### config.mk
export PLATFORM = sky130hd
export DESIGN_NAME = led_pattern_seq_flat
export DESIGN_NICKNAME = d
export VERILOG_FILES = /design/src/rtl/led_pattern_seq_if.sv /design/src/rtl/led_pattern_seq.sv /design/src/flat_wrapper.sv
export SDC_FILE = /design/constraint.sdc
export NUM_CORES = 1
export LEC_CHECK = 0
export BUFFER_PORTS_ARGS = -buffer_cell sky130_fd_sc_hd__buf_2
export CAP_MARGIN = 10
export CORE_ASPECT_RATIO = 0.5
export CORE_MARGIN = 3
export CORE_UTILIZATION = 56
export DETAILED_ROUTE_END_ITERATION = 12
export GPL_TIMING_DRIVEN = 0
export PLACE_DENSITY = 0.78
export SLEW_MARGIN = 20
export SYNTH_ARGS = -nofsm -noshare
export SYNTH_HDL_FRONTEND = slang
export SYNTH_SLANG_ARGS = --single-unit
### constraint.sdc
create_clock -name clk -period 2.6 [get_ports clk]
set_clock_uncertainty 0.05 [all_clocks]
set_input_delay 0.26 -clock clk [delete_from_list [all_inputs] [get_ports clk]]
set_output_delay 0.26 -clock clk [all_outputs]
set_load 0.01 [all_outputs]
### src/rtl/led_pattern_seq_if.sv
// ---- led_pattern_seq_if : pattern-load handshake bundle (host -> sequencer) ----
// ---- Rev 1.0 ----
`default_nettype none

interface led_pattern_seq_if #(
  parameter int PAT_W = 8,
  parameter int DIV_W = 16
);
  logic             pat_valid;
  logic             pat_ready;
  logic [PAT_W-1:0] pat_data;
  logic [DIV_W-1:0] pat_div;
  logic [3:0]       pat_rpt;

  modport master (
    output pat_valid,
    output pat_data,
    output pat_div,
    output pat_rpt,
    input  pat_ready
  );

  modport slave (
    input  pat_valid,
    input  pat_data,
    input  pat_div,
    input  pat_rpt,
    output pat_ready
  );
endinterface

`default_nettype wire

### src/rtl/led_pattern_seq.sv
// ---- led_pattern_seq : LSB-first LED blink-pattern sequencer with repeat/loop ----
// ---- Rev 1.0 ----
`default_nettype none

module led_pattern_seq #(
  parameter int PAT_W = 8,
  parameter int DIV_W = 16
) (
  input  logic             clk,
  input  logic             rst_n,
  led_pattern_seq_if.slave pat,
  input  logic             stop,
  output logic             light,
  output logic             busy,
  output logic             done
);

  localparam int               IDX_W    = $clog2(PAT_W);
  localparam logic [IDX_W-1:0] LAST_IDX = IDX_W'(PAT_W - 1);

  typedef enum logic [0:0] {
    IDLE = 1'b0,
    PLAY = 1'b1
  } state_e;

  state_e             state_q, state_d;
  logic [PAT_W-1:0]   pat_q, pat_d;
  logic [DIV_W-1:0]   div_q, div_d;
  logic [DIV_W-1:0]   cnt_q, cnt_d;
  logic [3:0]         rpt_q, rpt_d;
  logic [IDX_W-1:0]   idx_q, idx_d;
  logic               light_q, light_d;
  logic               busy_q, busy_d;
  logic               done_q, done_d;

  logic               step;
  logic               pat_end;
  logic               ready;
  logic               hs;

  assign step    = (cnt_q == div_q);
  assign pat_end = step && (idx_q == LAST_IDX);

  // In PLAY a new pattern is only taken at the loop boundary of a looping play
  always_comb begin
    ready = 1'b0;
    if (rst_n && !stop) begin
      case (state_q)
        IDLE:    ready = 1'b1;
        PLAY:    ready = (rpt_q == 4'd0) && pat_end;
        default: ready = 1'b0;
      endcase
    end
  end

  assign hs            = pat.pat_valid && ready;
  assign pat.pat_ready = ready;

  always_comb begin
    state_d = state_q;
    pat_d   = pat_q;
    div_d   = div_q;
    cnt_d   = cnt_q;
    rpt_d   = rpt_q;
    idx_d   = idx_q;
    done_d  = 1'b0;

    case (state_q)
      IDLE: begin
        if (hs) begin
          state_d = PLAY;
          pat_d   = pat.pat_data;
          div_d   = pat.pat_div;
          rpt_d   = pat.pat_rpt;
          idx_d   = '0;
          cnt_d   = '0;
        end
      end

      PLAY: begin
        if (stop) begin
          state_d = IDLE;
          cnt_d   = '0;
          idx_d   = '0;
        end else if (step) begin
          cnt_d = '0;
          if (idx_q == LAST_IDX) begin
            idx_d = '0;
            if (rpt_q == 4'd1) begin
              state_d = IDLE;
              done_d  = 1'b1;
            end else if (rpt_q == 4'd0) begin
              if (hs) begin
                pat_d = pat.pat_data;
                div_d = pat.pat_div;
                rpt_d = pat.pat_rpt;
              end
            end else begin
              rpt_d = rpt_q - 4'd1;
            end
          end else begin
            idx_d = idx_q + 1'b1;
          end
        end else begin
          cnt_d = cnt_q + 1'b1;
        end
      end

      default: begin
        state_d = IDLE;
      end
    endcase

    // Registered outputs reflect the bit that will be active next cycle
    busy_d  = (state_d == PLAY);
    light_d = busy_d && pat_d[idx_d];
  end

  always_ff @(posedge clk) begin
    if (!rst_n) begin
      state_q <= IDLE;
      pat_q   <= '0;
      div_q   <= '0;
      cnt_q   <= '0;
      rpt_q   <= '0;
      idx_q   <= '0;
      light_q <= 1'b0;
      busy_q  <= 1'b0;
      done_q  <= 1'b0;
    end else begin
      state_q <= state_d;
      pat_q   <= pat_d;
      div_q   <= div_d;
      cnt_q   <= cnt_d;
      rpt_q   <= rpt_d;
      idx_q   <= idx_d;
      light_q <= light_d;
      busy_q  <= busy_d;
      done_q  <= done_d;
    end
  end

  assign light = light_q;
  assign busy  = busy_q;
  assign done  = done_q;

endmodule

`default_nettype wire

### src/flat_wrapper.sv
// flat-port wrapper written by rule: the top's interface ports become plain ports
module led_pattern_seq_flat 
#(
  parameter int PAT_W = 8,
  parameter int DIV_W = 16
)
  (clk, rst_n, stop, light, busy, done, pat_pat_valid, pat_pat_data, pat_pat_div, pat_pat_rpt, pat_pat_ready);
  led_pattern_seq_if #(.PAT_W(PAT_W), .DIV_W(DIV_W)) pat_i ();
  input  logic clk;
  input  logic rst_n;
  input  logic stop;
  output logic light;
  output logic busy;
  output logic done;
  input wire logic [$bits(pat_i.pat_valid)-1:0] pat_pat_valid;
  input wire logic [$bits(pat_i.pat_data)-1:0] pat_pat_data;
  input wire logic [$bits(pat_i.pat_div)-1:0] pat_pat_div;
  input wire logic [$bits(pat_i.pat_rpt)-1:0] pat_pat_rpt;
  output wire logic [$bits(pat_i.pat_ready)-1:0] pat_pat_ready;
  assign pat_i.pat_valid = pat_pat_valid;
  assign pat_i.pat_data = pat_pat_data;
  assign pat_i.pat_div = pat_pat_div;
  assign pat_i.pat_rpt = pat_pat_rpt;
  assign pat_pat_ready = pat_i.pat_ready;
  led_pattern_seq #(.PAT_W(PAT_W), .DIV_W(DIV_W)) u_core (.clk(clk), .rst_n(rst_n), .pat(pat_i), .stop(stop), .light(light), .busy(busy), .done(done));
endmodule
==> impl_metrics.json <==
{
  "status": "completed",
  "synth_area_um2": 2466,
  "min_to": "u_core.div_q[7]",
  "ys.flop_type": "dfxtp_1",
  "cts_made_buffers": 5,
  "r2r-end": "u_core.light",
  "ant_nets": 0,
  "grt_max_degree": 15,
  "syn-num-nets": 310,
  "dr_total_vias": 2092,
  "rsz0062_at_grt": "false",
  "drc": 0,
  "io_buffers": 35,
  "grt_pass1_wl_mm": 8.790,
  "cp-end-kind": "flip-flop",
  "crit_arrival_ns": 2.61,
  "grt_pass1_vias": 1907,
  "area_growth_pct": 17.25,
  "cts_tree": "yes",
  "clk_latency_ns": 0.31,
  "routed_via_density": 5.624,
  "clock.fmax_ghz": 0.4055,
  "reg2reg_slack_ns": 0.13,
  "drive_gt1_share_pct": 20.75,
  "cts_buffer_depth": 2,
  "worst_slew_margin_rel_pct": 64.03,
  "final_common_cell": "nor2_1",
  "cts_root_buf": "clkbuf_8",
  "startpoint": "u_core.rpt_q[0]",
  "crit_required_ns": 2.74,
  "post_dp_cell_area_um2": 2709,
  "synth_cell_types": 42,
  "coreArea_um2": 4064,
  "numPlacedInstances": 361,
  "ios": 36,
  "maxCapViolations": 0,
  "ys_seq_elements": 50,
  "insertedDiodeCount": 0,
  "track_usage_pct": 21.76,
  "cp-start-kind": "flip-flop",
  "hold_path.class": "primary input to flip-flop",
  "r2r-start": "u_core.rpt_q[0]",
  "die_h_um": 52.93,
  "final_nets": 356,
  "worst_pin_slew_ns": 0.5396,
  "crit_type": "flip-flop to flip-flop",
  "holdWs_ns": 0.1351,
  "power_density_nw_per_um2": 546.0,
  "final.min_clock_period_ns": 2.466,
  "worstHoldStart": "pat_pat_div[7]",
  "grt_antenna_before_repair": 0,
  "synth_edf_count": 0,
  "design_area_um2": 2892,
  "die_w_um": 99.85,
  "path_clk_slew_ns": 0.09,
  "dp_hpwl_mm": 3.965,
  "yosysSeqAreaShare_pct": 40.59,
  "mostFrequentLayoutCells": "nor2_1, dfxtp_1, buf_2",
  "maxSlewViolCount": 0,
  "layout.cells.non_filler": 372,
  "synthArstFlopShare_pct": 0,
  "synth-warning-count": 0,
  "rows": 16,
  "synthCells": 272,
  "irDropWorstVdd_mv": 0.2756,
  "wl_mm": 5.695,
  "crit_fanout": 10,
  "finalCritPeriodShare_pct": 94.85,
  "finalHoldViolCount": 0,
  "hold_path_depth": 3,
  "avgSynthCellArea_um2": 9.067,
  "dieArea_um2": 5285,
  "htree_levels": 2,
  "pre_cts_slack_ns": -0.1123,
  "cts_sinks": 50,
  "setup_slack_ns": 0.1339,
  "reg2regPathDepth": 12,
  "p_leak_nw": 1.149,
  "routabilityCongestion": 0.8937,
  "setup_violations": 0,
  "firstDrtPassIters": 4,
  "grt-ovfl-total": 0,
  "initialDrtViolationCount": 103,
  "cts_hold_repair.buffers": 0,
  "start_util_pct": 60.68,
  "wl_per_cell_um": 15.31
}
==> worst max-delay path by stage <==
stage	to	cells past startpoint
6_report	u_core.light	12
5_1_grt	u_core.light	10
4_1_cts	u_core.light	12
3_5_place_dp	u_core.light	10
2_1_floorplan	u_core.light	12
3_3_place_gp	u_core.light	10
==> report_power, final <==
group,leakage (nW),switching (W),total (W),internal (W)
clock,0.0573,0.000256,0.000564,0.000308
combinational,0.686,0.000115,0.000213,0.0000977
sequential,0.406,0.0000169,0.000802,0.000785
total,1.15,0.000388,0.00158,0.00119
==> flip-flops by register name, summed over array words and instances (netlist names) <==
signal and count:
u_core.cnt_q 16, u_core.div_q 16, u_core.done 1, u_core.idx_q 3, u_core.light 1, u_core.pat_q 8, u_core.rpt_q 4, u_core.state_q 1
==> cells by family (layout without fill, tap and decap cells) <==
logic type | count (synthesis) | in the layout | synth area share (%)
and+or+nand+nor | 108 | 108 | 21.21
DFF | 50 | 50 | 40.59
buffers and inverters | 13 | 59 | 2.892
xor gates and xnor gates | 23 | 23 | 8.168
AOI/OAI and AO/OA | 43 | 43 | 12.33
muxes | 29 | 29 | 11.77
adders and majority gates | 6 | 6 | 3.044
==> worst max-delay path, cell delays in order (launching register included) <==
cell and delay (ns):
dfxtp_2 0.35, inv_2 0.07, ha_1 0.15, or3b_1 0.38
nand2_2 0.13, and4_1 0.19, a21o_1 0.13, buf_6 0.14
buf_12 0.15, mux2i_1 0.26, mux2i_1 0.10, a22oi_1 0.14
a21boi_1 0.09
==> cell usage after synthesis, types with 2 or more instances <==
cell / instances / share of area (%)
and2_1: 3 / 0.76
xnor2_1: 16 / 5.7
or2_2: 2 / 0.51
clkbuf_1: 6 / 0.91
o21ai_0: 11 / 2.2
nand2_1: 12 / 1.8
dfxtp_1: 50 / 41
inv_1: 4 / 0.61
nor4_1: 3 / 0.76
nand3_1: 2 / 0.41
a211oi_1: 6 / 1.8
mux2i_1: 29 / 12
nand4_1: 7 / 1.8
a22oi_1: 6 / 1.8
nand2b_1: 4 / 1.0
and3_1: 4 / 1.0
o22ai_1: 3 / 0.76
nor2_1: 59 / 9.0
xor2_1: 7 / 2.5
a21oi_1: 8 / 1.6
ha_1: 6 / 3.0
or3_1: 4 / 1.0
==> layer usage <==
layer | up-vias | GRT usage [%] | wire, µm
met5 | - | 0 | 0
met2 | 54 | 37.20 | 2755
met1 | 989 | 26.77 | 2552
met4 | 0 | 7.029 | 76
li1 | 1038 | - | -
met3 | 11 | 6.316 | 310
==> through the flow <==
stage	TNS [ns]	power (W)	util (%)
global placement	0	0.0009970	66.66
finish	0	0.001579	71.15
global route	0	0.001635	71.15
CTS	0	0.001573	69.95
floorplan	0	0.0009464	-
detailed placement	-0.1123	0.001006	66.66
==> area by class of cell <==
| class | instances | area (µm²) |
|---|---|---|
| multi-input cells | 209 | 1425 |
| fillers | 314 | 1172 |
| flip-flops and latches | 50 | 1005 |
| repair buffers | 39 | 205.2 |
| clock buffers | 6 | 82.58 |
| well taps | 54 | 67.56 |
| plain buffers | 9 | 61.31 |
| clock inverters | 1 | 30.03 |
| inverters | 4 | 15.01 |
==> what timing repair did <==
item                                    in CTS  in global routing
pin swaps                                    1                  2
gates resized for setup                      2                 10
endpoints found under the setup margin       1                 11
setup buffers                                2                  2
cloned                                       0                  0
No activity file was read; power rests on OpenSTA's default activity.
